## config.mk

```make
export PLATFORM = sky130hd
export DESIGN_NAME = reg_file_sb
export DESIGN_NICKNAME = d
export VERILOG_FILES = /design/src/rtl/reg_file_sb_pkg.sv /design/src/rtl/pend_popcount.sv /design/src/rtl/reg_file_sb.sv
export SDC_FILE = /design/constraint.sdc
export NUM_CORES = 1
export LEC_CHECK = 0
export CAP_MARGIN = 15
export CORE_UTILIZATION = 25
export CTS_CLUSTER_DIAMETER = 50
export CTS_CLUSTER_SIZE = 20
export DETAILED_ROUTE_END_ITERATION = 7
export HOLD_SLACK_MARGIN = 0.15
export PLACE_DENSITY = 0.44
export SKIP_CTS_REPAIR_TIMING = 1
export SYNTH_ARGS = -nofsm -noshare
export SYNTH_HDL_FRONTEND = slang
export SYNTH_HIERARCHICAL = 1
export SYNTH_SLANG_ARGS = --single-unit
```

## constraint.sdc

```tcl
create_clock -name clk -period 11.4 [get_ports clk]
set_clock_uncertainty 0.1 [all_clocks]
set_input_delay 2.28 -clock clk [delete_from_list [all_inputs] [get_ports clk]]
set_output_delay 2.28 -clock clk [all_outputs]
set_load 0.005 [all_outputs]
```

## src/rtl/reg_file_sb_pkg.sv

```systemverilog
// Shared defaults for the scoreboarded register file.
package reg_file_sb_pkg;
    localparam int WORD_LEN          = 32;
    localparam int REG_FILE_ADDR_LEN = 4;
endpackage

```

## src/rtl/pend_popcount.sv

```systemverilog
// Combinational population count of the pending-register vector.
module pend_popcount #(
    parameter int N = 16
) (
    input  logic [N-1:0]       vec,
    output logic [$clog2(N):0] count
);
    always_comb begin
        count = '0;
        for (int i = 0; i < N; i++) begin
            count = count + {{$clog2(N){1'b0}}, vec[i]};
        end
    end
endmodule

```

## src/rtl/reg_file_sb.sv

```systemverilog
// Register file with per-register pending (scoreboard) bits and a pending count.
// Optional same-cycle write-to-read forwarding when REG_FILE_BYPASS_EN is defined.
module reg_file_sb #(
    parameter int WORD_LEN = reg_file_sb_pkg::WORD_LEN,
    parameter int ADDR_LEN = reg_file_sb_pkg::REG_FILE_ADDR_LEN,
    parameter int NUM_RD   = 2
) (
    input  logic                         clk,
    input  logic                         rst,
    input  logic [NUM_RD*ADDR_LEN-1:0]   rd_addr,
    output logic [NUM_RD*WORD_LEN-1:0]   rd_data,
    output logic [NUM_RD-1:0]            rd_busy,
    input  logic                         wr_en,
    input  logic [ADDR_LEN-1:0]          wr_addr,
    input  logic [WORD_LEN-1:0]          wr_data,
    input  logic                         claim_en,
    input  logic [ADDR_LEN-1:0]          claim_addr,
    output logic [ADDR_LEN:0]            pend_cnt
);
    import reg_file_sb_pkg::*;

    localparam int DEPTH = 2 ** ADDR_LEN;

    logic [WORD_LEN-1:0] mem [DEPTH];
    logic [DEPTH-1:0]    pend;
    logic [DEPTH-1:0]    pend_next;
    logic [ADDR_LEN:0]   cnt_next;
    logic                wr_ok;
    logic                claim_ok;

    // Register 0 is hardwired: its writes and claims never take effect.
    assign wr_ok    = wr_en && (wr_addr != '0);
    assign claim_ok = claim_en && (claim_addr != '0);

    always_comb begin
        pend_next = pend;
        if (wr_ok) begin
            pend_next[wr_addr] = 1'b0;
        end
        // Claim applied last so a new producer outranks a retiring one.
        if (claim_ok) begin
            pend_next[claim_addr] = 1'b1;
        end
    end

    pend_popcount #(
        .N (DEPTH)
    ) u_popcount (
        .vec   (pend_next),
        .count (cnt_next)
    );

    always_ff @(posedge clk) begin
        if (rst) begin
            for (int i = 0; i < DEPTH; i++) begin
                mem[i] <= '0;
            end
            pend     <= '0;
            pend_cnt <= '0;
        end else begin
            if (wr_ok) begin
                mem[wr_addr] <= wr_data;
            end
            pend     <= pend_next;
            pend_cnt <= cnt_next;
        end
    end

    for (genvar k = 0; k < NUM_RD; k++) begin : g_rd
        logic [ADDR_LEN-1:0] addr;
        logic [WORD_LEN-1:0] data;
        logic                busy;

        assign addr = rd_addr[k*ADDR_LEN +: ADDR_LEN];

        always_comb begin
            data = (addr == '0) ? '0 : mem[addr];
            busy = pend[addr];
`ifdef REG_FILE_BYPASS_EN
            if (wr_ok && (wr_addr == addr)) begin
                data = wr_data;
                busy = claim_ok && (claim_addr == addr);
            end
`endif
        end

        assign rd_data[k*WORD_LEN +: WORD_LEN] = data;
        assign rd_busy[k]                      = busy;
    end
endmodule

```

==> reports/metrics.cfg <==
[clock_network]
clk_transition_reported_paths_ns=0.05
clk_latency_ns=0.59
cts_tree=built
cts_sinks=502
cts_max_level=3
ctsRootBufferMaster=clkbuf_16
cts_buffers=78
ctsLongestPathBuffers=3

[timing]
hold_viol_final=0
fin_crit_sh_pct=70.7
fmax_mhz=124
tns_ns=0
slew_headroom_pct=21.1
period_needed_ns=8.06
slew_violations=0
rsz0062_at_grt=no
worst_pin_slew_ns=1.18
setup_viol=0

[routing]
drc=0
route.vias.total=17546
wl_per_cell_microns=28.1
drt-initial-drc-count=1688
via_per_inst=5.07
ant_nets=0
wirelength_microns=97400
drt_pass1_iterations=6

[layout]
stdcell_count=3461
final_nets=2065
final_common_cell=edfxtp_1
final_area_sq_mm=0.0323
final_util_pct=30.2
drive_above_1_share_pct=20.9
area_growth_pct=19.8
fill_cells=10646
final_cell_mix=481 x edfxtp_1, 480 x and2_1, 171 x mux4_2

[global_routing]
antenna_found_initial=9
grt_pass1_wl_microns=138000
grt_pass1_vias=18369
grt_overflow=0
grt_max_degree=67
track_usage_pct=17.8

[logic_synthesis]
postSynth.asyncResetShare_pct=0
postSynthCellCount=1929
syn_area_per_cell_sq_um=14.0
synth-edff-count=481
seq_area_frac_synth_pct=55.1
syn_area_sq_mm=0.0270
synth_fp_nets=2001
synth_ff_type=edfxtp_1
ys_ff_latch=502
ys_warn_count=6
synthDistinctLibCells=45

[status]
status=completed

[power]
p_int_uw=3930
finalPower_uw=5250
p_sw_uw=1320
comb_power_share_pct=11.3
power.density_mw_per_mm2=162
seq_power_share_pct=41.7
p_clk_share_pct=47.0
leakagePower_uw=0.0111
peakVddDrop_mv=0.0984
switching_share_pct=25.1

[worst_setup_path]
path_max_fanout=23
required_ns=9.02
arrival_ns=5.68
start_kind=input port
end_kind=primary output
critical_path_class=in2out

[floorplanning]
die_h_microns=331
start_util_pct=25.2
core_area_sq_mm=0.107
fp.dieW_microns=331
die_area_sq_mm=0.109
pin_count=123
rows=120

[placed_design]
gp_congestion=0.760
dpl_cell_area_sq_mm=0.0297
port_buffers=122
hpwl_microns=55400
placed_cells=3316

[job]
max-cap-violations=0

[hold_path]
hold_class=reg2reg

through the flow:
stage          setup WS, ns  hold WS, ns
3_3_place_gp           3.27        0.431
3_5_place_dp           3.34        0.435
6_report               3.34        0.443
4_1_cts                3.35        0.442
2_1_floorplan          5.04        0.367
5_1_grt                3.19        0.457
final cells by class:
cell class	count	area (sq um)	area share (%)
tap	1403	1760	5.43
antenna	3	7.51	0.0232
clock inverter	56	674	2.09
timing repair buffer	172	1620	5.01
clock buffer	86	2000	6.19
sequential	502	14900	46.0
multi-input combinational	1212	11300	35.0
inverter	27	101	0.313
per-layer routing:
metal | up-vias | routed length, microns | track usage (%)
met2 | 694 | 46900 | 29.5
met3 | 144 | 6350 | 3.11
met5 | - | 43 | 0
li1 | 7464 | - | -
met4 | 6 | 2170 | 4.66
met1 | 9238 | 42000 | 24.0
final timing paths:
kind / start / endpoint / slack (ns) / cells past startpoint
max: rd_addr[0] / rd_data[3] / 3.34 / 8
min: pend[0]$_SDFF_PP0_ / pend[0]$_SDFF_PP0_ / 0.44 / 1
max reg2reg: pend[1]$_SDFF_PP0_ / pend_cnt[4]$_SDFF_PP0_ / 7.19 / 13
min reg2reg: pend[0]$_SDFF_PP0_ / pend[0]$_SDFF_PP0_ / 0.44 / 1
power groups by stage:
stage	clock (uW)	combinational [uW]	sequential (uW)
2_1_floorplan	0	340	2200
3_3_place_gp	0	597	2220
3_5_place_dp	0	599	2230
4_1_cts	2510	601	2190
5_1_grt	2590	631	2200
6_report	2470	591	2190
sequential cells by signal, indices dropped and copies added (netlist names):
register	cells
mem	481
pend	16
pend_cnt	5
cell families (layout without fill, tap and decap cells):
logic type,Yosys count,after routing,share of synthesized area [%]
multiplexers,300,300,19.2
other,1,4,0.0139
flip-flops,502,502,55.1
AND/OR/NAND/NOR,707,707,15.4
XOR/XNOR,2,2,0.0649
AO/OA/AOI/OAI,182,182,5.41
buffers and inverters,215,341,3.60
adder cells (fa/ha/maj),20,20,1.23
synthesized netlist by cell type, types with 30 or more instances:
library cell,n,area share (%)
a221oi_1,31,1.0
edfxtp_1,481,54
nor2_1,77,1.1
nor2b_1,59,1.4
buf_2,41,0.76
mux2_2,35,1.5
a221o_1,31,1.1
and2_1,481,11
clkbuf_1,121,1.7
mux2i_1,94,3.5
mux4_2,171,14
a2111oi_0,30,0.97
nor3_1,34,0.63
o22ai_1,60,1.4
critical path, cell delays in order:
cell             delay (ns)
clkdlybuf4s50_1        0.46
buf_4                  0.29
nand2b_1               0.44
buf_4                  0.52
o22ai_1                0.13
a2111oi_0              0.78
nor2_1                 0.21
clkdlybuf4s50_1        0.51
(Power assumes the default switching activity.)
